[src/rtl/pattern_matcher_pkg.sv]
// Shared types and constants for the serial pattern matcher.
//   state_t : FSM state encoding exposed on the state output
//   STATE_W : width of the state output
package pattern_matcher_pkg;

    localparam int unsigned STATE_W = 2;

    typedef enum logic [STATE_W-1:0] {
        IDLE = 2'd0,
        HUNT = 2'd1,
        DONE = 2'd2
    } state_t;

endpackage

[src/rtl/pattern_matcher_sat_counter.sv]
// Saturating up-counter with synchronous clear.
// A clear coinciding with an increment yields 1, not 0.
//   clk, rst_n : clock, async active-low reset
//   clr        : synchronous clear
//   inc        : increment request
//   count      : registered count, saturates at all-ones
module sat_counter #(
    parameter int unsigned W = 8
) (
    input  logic         clk,
    input  logic         rst_n,
    input  logic         clr,
    input  logic         inc,
    output logic [W-1:0] count
);

    localparam logic [W-1:0] MAX = {W{1'b1}};

    always_ff @(posedge clk or negedge rst_n) begin
        if (!rst_n) begin
            count <= '0;
        end else if (clr) begin
            count <= inc ? W'(1) : '0;
        end else if (inc && (count != MAX)) begin
            count <= count + W'(1);
        end
    end

endmodule

[src/rtl/pattern_matcher.sv]
// Serial bit-pattern matcher with overlap/restart modes, one-shot stop and
// a saturating match counter.
//   clk, rst_n   : clock, async active-low reset
//   cfg_we       : load cfg_pattern and arm the search (enters HUNT)
//   cfg_pattern  : pattern, MSB is the first bit expected on in
//   oneshot      : stop in DONE after the first match
//   in_valid, in : serial data, sampled only when in_valid is high
//   clr_cnt      : synchronous clear of match_cnt
//   match        : one-cycle pulse, one cycle after the completing bit
//   match_cnt    : saturating match count
//   state        : FSM state (IDLE=0, HUNT=1, DONE=2)
module pattern_matcher
    import pattern_matcher_pkg::*;
#(
    parameter int unsigned PAT_LEN = 5,
    parameter int unsigned OVERLAP = 1,
    parameter int unsigned CNT_W   = 8
) (
    input  logic               clk,
    input  logic               rst_n,
    input  logic               cfg_we,
    input  logic [PAT_LEN-1:0] cfg_pattern,
    input  logic               oneshot,
    input  logic               in_valid,
    input  logic               in,
    input  logic               clr_cnt,
    output logic               match,
    output logic [CNT_W-1:0]   match_cnt,
    output logic [STATE_W-1:0] state
);

    localparam int unsigned FILL_W = $clog2(PAT_LEN + 1);
    localparam logic [FILL_W-1:0] FILL_MAX = FILL_W'(PAT_LEN);

    state_t             state_q, state_d;
    logic [PAT_LEN-1:0] pattern_q, pattern_d;
    logic [PAT_LEN-1:0] hist_q, hist_d;
    logic [FILL_W-1:0]  fill_q, fill_d;
    logic               match_q;
    logic               hit;
    logic [PAT_LEN-1:0] shifted;
    logic [FILL_W-1:0]  fill_inc;

    // State, pattern, history and match pulse registers
    always_ff @(posedge clk or negedge rst_n) begin
        if (!rst_n) begin
            state_q   <= IDLE;
            pattern_q <= '0;
            hist_q    <= '0;
            fill_q    <= '0;
            match_q   <= 1'b0;
        end else begin
            state_q   <= state_d;
            pattern_q <= pattern_d;
            hist_q    <= hist_d;
            fill_q    <= fill_d;
            match_q   <= hit;
        end
    end

    // Next-state, shift/fill update and match detection
    always_comb begin
        state_d   = state_q;
        pattern_d = pattern_q;
        hist_d    = hist_q;
        fill_d    = fill_q;
        hit       = 1'b0;
        shifted   = {hist_q[PAT_LEN-2:0], in};
        fill_inc  = (fill_q == FILL_MAX) ? fill_q : fill_q + FILL_W'(1);

        if (cfg_we) begin
            // Arming wins over any data bit in the same cycle
            pattern_d = cfg_pattern;
            hist_d    = '0;
            fill_d    = '0;
            state_d   = HUNT;
        end else begin
            case (state_q)
                IDLE: ;
                HUNT: begin
                    if (in_valid) begin
                        hist_d = shifted;
                        fill_d = fill_inc;
                        if ((fill_inc == FILL_MAX) && (shifted == pattern_q)) begin
                            hit = 1'b1;
                            if (OVERLAP == 0) begin
                                fill_d = '0;
                            end
                            if (oneshot) begin
                                state_d = DONE;
                            end
                        end
                    end
                end
                DONE: ;
                default: state_d = IDLE;
            endcase
        end
    end

    sat_counter #(
        .W (CNT_W)
    ) u_cnt (
        .clk   (clk),
        .rst_n (rst_n),
        .clr   (clr_cnt),
        .inc   (hit),
        .count (match_cnt)
    );

    assign match = match_q;
    assign state = state_q;

endmodule

[config.mk]
export PLATFORM = sky130hd
export DESIGN_NAME = pattern_matcher
export DESIGN_NICKNAME = d
export VERILOG_FILES = /design/src/rtl/pattern_matcher_pkg.sv /design/src/rtl/pattern_matcher_sat_counter.sv /design/src/rtl/pattern_matcher.sv
export SDC_FILE = /design/constraint.sdc
export NUM_CORES = 1
export LEC_CHECK = 0
export ABC_AREA = 1
export BUFFER_PORTS_ARGS = -buffer_cell sky130_fd_sc_hd__buf_2
export CAP_MARGIN = 0
export CORE_AREA = 8 8 75 77
export CTS_BUF_LIST = sky130_fd_sc_hd__clkbuf_4 sky130_fd_sc_hd__clkbuf_8
export DETAILED_ROUTE_END_ITERATION = 12
export DIE_AREA = 0 0 83 85
export SLEW_MARGIN = 30
export SYNTH_ARGS = -nofsm -noshare
export SYNTH_HDL_FRONTEND = slang
export SYNTH_SLANG_ARGS = --single-unit
[constraint.sdc]
create_clock -name clk -period 1.6 [get_ports clk]
set_clock_uncertainty 0.1 [all_clocks]
set_input_delay 0.24 -clock clk [delete_from_list [all_inputs] [get_ports clk]]
set_output_delay 0.24 -clock clk [all_outputs]
set_load 0.01 [all_outputs]
## Yosys cells after proc, flatten, opt, wreduce, memory -nomap -nowiden

Cells that the tools add are included.

- $add $sub $neg: 2
- Equality and inequality tests: 10
- Mux-type cells: 19
- Reduce and logical (&&, ||, !) cells: 9

Operators with widths:

| operator | number |
|---|---|
| two-way mux 8 bit | 2 |
| two-way mux 3 bit | 4 |
| two-way mux 4 bit | 3 |
| != test 3 bit (second input constant) | 3 |
| adder 8 x 1 -> 8 bit (second input constant) | 1 |
| two-way mux 2 bit | 4 |
| != test 8 bit (second input constant) | 1 |
| == test 3 bit (second input constant) | 2 |
| nonzero test 2 bit | 3 |
| == test 5 bit | 1 |
| two-way mux 1 bit | 5 |
| one-hot mux 2 bit (2 select lines) | 1 |
| AND reduction 4 bit | 1 |
| adder 3 x 1 -> 3 bit (second input constant) | 1 |
| == test 2 x 1 -> 1 bit (second input constant) | 1 |
| == test 2 bit (second input constant) | 1 |
| logical AND 1 bit | 2 |
| logical NOT 2 bit | 1 |
| != test 2 x 1 -> 1 bit (second input constant) | 1 |
| AND reduction 2 bit | 1 |
| OR reduction 2 bit | 1 |

- Bits in registers: 23
- Bits of input ports: 12
- Output and inout port bits: 11
- Word-level logic and storage cells: 46

## Longest topological paths before layout

- Depth after elaboration: 11
- Depth in mapped cells: 11
- Depth with buffers taken out: 11

## By module

From an unflattened synthesis, not the netlist that was laid out.

- Cells, all modules: 163
- Area total of the unflattened synthesis: 1262.5 µm²

By module, submodules not included:

| module | times used | cells an instance | area each (µm²) | seq. area each (µm²) |
|---|---|---|---|---|
| pattern_matcher | 1 | 94 | 743.2 | 375.4 |
| sat_counter | 1 | 69 | 519.2 | 200.2 |

## Least setup slack after synthesis

OpenSTA, ideal clock, no wires.

- Kind: register -> register
- Start: register fill_q[1]
- End: register u_cnt.count[3]
- Setup time: 0.065 ns
- Arrival: 1.398 ns
- Required time: 1.435 ns
- Setup slack: 0.037 ns
- Cell stages (with the launch flop): 11
- Path buffers: 0
- Clock period less this slack: 1.563 ns
- Cell sequence: dfrtp_1 -> inv_1 -> ha_1 -> nand2_2 -> o21ai_2 -> nand2_2 -> nor2_4 -> nand4_4 -> nand2_4 -> nand2_1 -> nand2_1

- Cells in the longest elaborated chain, start to end: 10
- Elaborated cells between the ends (all ways): 11
- Classes of those cells: add/sub (1); eq/ne (2); mux (5); reduce/logical (3)

RTL lines:

| element | line | text |
|---|---|---|
| start, declared | pattern_matcher.sv:38 | `logic [FILL_W-1:0] fill_q, fill_d;` |
| start signal, assigned | pattern_matcher.sv:56 | `fill_q <= fill_d;` |
| adder 3 x 1 -> 3 bit or == test 3 bit (tied branches) | pattern_matcher.sv:69 | `fill_inc = (fill_q == FILL_MAX) ? fill_q : fill_q + FILL_W'(1);` |
| two-way mux 3 bit * | pattern_matcher.sv:69 |  |
| == test 3 bit * | pattern_matcher.sv:84 | `if ((fill_inc == FILL_MAX) && (shifted == pattern_q)) begin` |
| logical AND 1 bit * | pattern_matcher.sv:84 |  |
| two-way mux 1 bit * | pattern_matcher.sv:84 |  |
| two-way mux 1 bit * | pattern_matcher.sv:81 | `if (in_valid) begin` |
| two-way mux 1 bit * | pattern_matcher.sv:78 | `case (state_q)` |
| two-way mux 1 bit * | pattern_matcher.sv:71 | `if (cfg_we) begin` |
| logical AND 1 bit * | pattern_matcher_sat_counter.sv:24 | `end else if (inc && (count != MAX)) begin` |
| nonzero test 2 bit (no source line) * | -- |  |
| end signal, assigned | pattern_matcher_sat_counter.sv:23 | `count <= inc ? W'(1) : '0;` |
| end signal, assigned | pattern_matcher_sat_counter.sv:25 | `count <= count + W'(1);` |
| end, declared | pattern_matcher_sat_counter.sv:14 | `output logic [W-1:0] count` |

Mark *: on every way between the ends. The rest lies on a longest branch, timed or not.
A chain may end at the register's enable or synchronous reset.

## Worst setup path after layout

- Start: register fill_q[1]
- End: register u_cnt.count[7]

Same word-level chain as after synthesis.

==> reports/qor.json <==
{
  "die": {
    "area_enclosed_by_the_die_boundary_mm2": 0.007055,
    "start_util": 0.2872,
    "die_w_um": 83,
    "io_pins": 23,
    "fp.dieH_um": 85,
    "rows": 25,
    "coreArea_mm2": 0.004536
  },
  "placed_design": {
    "detailed_place_hpwl_um": 2223,
    "dp_cells": 240,
    "cell_area_after_placement_mm2": 0.001504,
    "weighted_congestion_at_the_end_of_routability_driven_global_placement": 0.8351,
    "dp_slack_ns": -0.1159,
    "io_buffer_count": 22
  },
  "grt": {
    "via_count_of_the_first_global_routing_pass": 1211,
    "antenna_found_initial": 0,
    "pin_count_of_the_biggest_net_entering_global_routing": 24,
    "grt_first_pass_wirelength_um": 5223,
    "grt.overflow.total": 0,
    "global_route.usage.total": 0.08705
  },
  "logic_synthesis": {
    "synth.area.top_cells": "sky130_fd_sc_hd__dfrtp_1, sky130_fd_sc_hd__nand2_1, sky130_fd_sc_hd__nand3_1",
    "ys_seq_area_frac": 0.4419,
    "syn_area_per_cell_um2": 8.141,
    "synth_top_cell_area_share": 0.4419,
    "ffs_latches_synth": 23,
    "synth_top_area_cell": "sky130_fd_sc_hd__dfrtp_1",
    "synthesis.area_mm2": 0.001302,
    "syn-num-nets": 175,
    "ys_types": 25,
    "yosys_warnings": 0,
    "syn-instance-count": 160
  },
  "setup_path": {
    "cp.required_ns": 1.71,
    "cpLargestDelayFamily": "simple AND/OR/NAND/NOR gates",
    "critical_path.max_stage_delay_ns": 0.41,
    "path_class": "reg -> reg",
    "cp.arrival_ns": 1.83,
    "critical_path_buf_inv_count": 1,
    "crit_path_max_fanout": 7,
    "critical_path.endpoint_type": "flop",
    "timing.critical_path.slowest_stage_cell": "sky130_fd_sc_hd__dfrtp_1",
    "worstSetupStartpointType": "flop",
    "worstPathCellList": "inv_2, ha_4, nand2_4, o21ai_4, nand2_2, nor2_4, nand4_4, nand2_4, nand2_1, nand2_1"
  },
  "sta": {
    "hold_viol_final": 0,
    "fin_hold_ws_ns": 0.07182,
    "period_minus_slack_ns": 1.716,
    "timing.setup.tns_ns": -0.8145,
    "worst_slew_pin_slew_ns": 0.5222,
    "timing.slew.headroom": 0.6519,
    "achievable_clock_frequency_ghz": 0.5826,
    "final_setup_violation_count": 10,
    "setup_ws_ns": -0.1163,
    "setup_repair_after_global_routing_missed_its_margin": "true",
    "finalCritPeriodShare": 1.073,
    "report.final.slew_viol_count": 0
  },
  "cells_and_area": {
    "final-instance-count-excl-fill": 247,
    "antenna_cells_inserted": 0,
    "final_layout_size_suffix_gt1_frac": 0.2850,
    "synthToLayoutAreaGrowth_pct": 24.21,
    "final_cell_area_mm2": 0.001618,
    "post-route-util": 0.3567,
    "nNetsFinal": 209
  },
  "cts": {
    "worst_setup_hold_path_clk_slew_ns": 0.08,
    "tritoncts_num_sinks": 23,
    "cts_made_buffers": 3,
    "cts.htree.levels": 1,
    "tritoncts": "done",
    "ctsLongestPathBuffers": 2,
    "clk_latency_ns": 0.27,
    "ctsRootBufferMaster": "sky130_fd_sc_hd__clkbuf_8"
  },
  "worst_hold_path": {
    "hold_path.class": "in -> reg"
  },
  "power_and_ir_drop": {
    "ir_drop_v": 0.0002798,
    "power_leakage_nw": 0.8629,
    "power_per_cell_area_mw_per_mm2": 724.3,
    "total_power_mw": 1.172
  },
  "detailed_routing": {
    "number_of_iterations_in_the_first_detailed_routing_pass": 4,
    "drt_first_iter_violations": 31,
    "drt_wl_total_um": 3008,
    "route.detailed.wl_per_inst_um": 12.18,
    "drt.antenna.violating_nets": 0,
    "remaining_drc_errors": 0,
    "detail_route.vias_per_cell": 4.579,
    "num_vias": 1131
  },
  "run_status": {
    "status": "finished, violations left",
    "failed_checks": "setup timing"
  },
  "flow_run": {
    "cap_violations": 0
  }
}
## area by class of cell
cell class | instances | area (um2)
sequential | 23 | 575.6
tap | 54 | 67.56
inverter | 21 | 78.83
fill | 490 | 2918
timing repair buffer | 31 | 180.2
multi-input combinational | 114 | 666.9
clock buffer | 4 | 48.80
## sequential cells by signal (all words and copies together), names as in the netlist
signal       flops
fill_q           3
pattern_q        5
hist_q           4
match            1
state            2
u_cnt.count      8
## tightest hold or removal path, cell delays in order
cell and delay, ns:
sky130_fd_sc_hd__buf_2 0.08, sky130_fd_sc_hd__nand2_1 0.04, sky130_fd_sc_hd__nand2_1 0.05
## timing repair
action                     CTS  global route
pin swaps                    1             6
setup endpoints to repair    8            11
hold endpoints to repair    23             0
resized for setup            1             7
setup buffers                1             0
cloned                       1             0
hold buffers                 1             0
## cell usage in the layout, fill, tap and decap left out, drive strengths merged
cell type	n
ha	3
nand2	56
nand3	16
nor3b	2
nand4	6
nor2	13
dlygate4sd3	1
xnor2	1
o21ai	9
xor2	4
inv	21
buf	30
dfrtp	23
o22ai	4
clkbuf	4
## where the power goes
group	switching, mW	internal, mW
combinational	0.104	0.0671
clock	0.192	0.195
sequential	0.0133	0.600
total	0.310	0.862
## metal layers
layer,part of all wire,up-vias,GRT usage
li1,-,579,-
met1,0.46,527,0.09725
met2,0.48,23,0.1549
met3,0.059,2,0.03544
met4,0.0047,0,0.009585
met5,0,-,0
## synth_stat cells, drive strengths merged
cell and instances:
xnor2 1, dlymetal6s2s 1, nand4 5, inv 21, nor3b 2, buf 2, dfrtp 23, nor2 13
nand3 16, xor2 4, nand2 56, o21ai 9, ha 3, o22ai 4
## path summary, 6_finish.rpt
check / to / start / slack (ns) / depth (start not counted)
min in group asynchronous: u_cnt.count[0] / rst_n / 0.37 / 2
hold reg to reg: pattern_q[4] / pattern_q[4] / 0.41 / 2
setup reg to reg: u_cnt.count[7] / fill_q[1] / -0.12 / 10
max in group asynchronous: u_cnt.count[7] / rst_n / 0.68 / 2
hold / removal: pattern_q[4] / cfg_pattern[4] / 0.07 / 3
setup / recovery: u_cnt.count[7] / fill_q[1] / -0.12 / 10
## kinds of logic after synthesis
kind of cell               synth area share
AOI/OAI and AO/OA                   0.05667
xor gates and xnor gates            0.03362
adders and majority gates           0.02882
buffers and inverters               0.08261
DFF                                  0.4419
and+or+nand+nor                      0.3564
(Power assumes the default switching activity.)
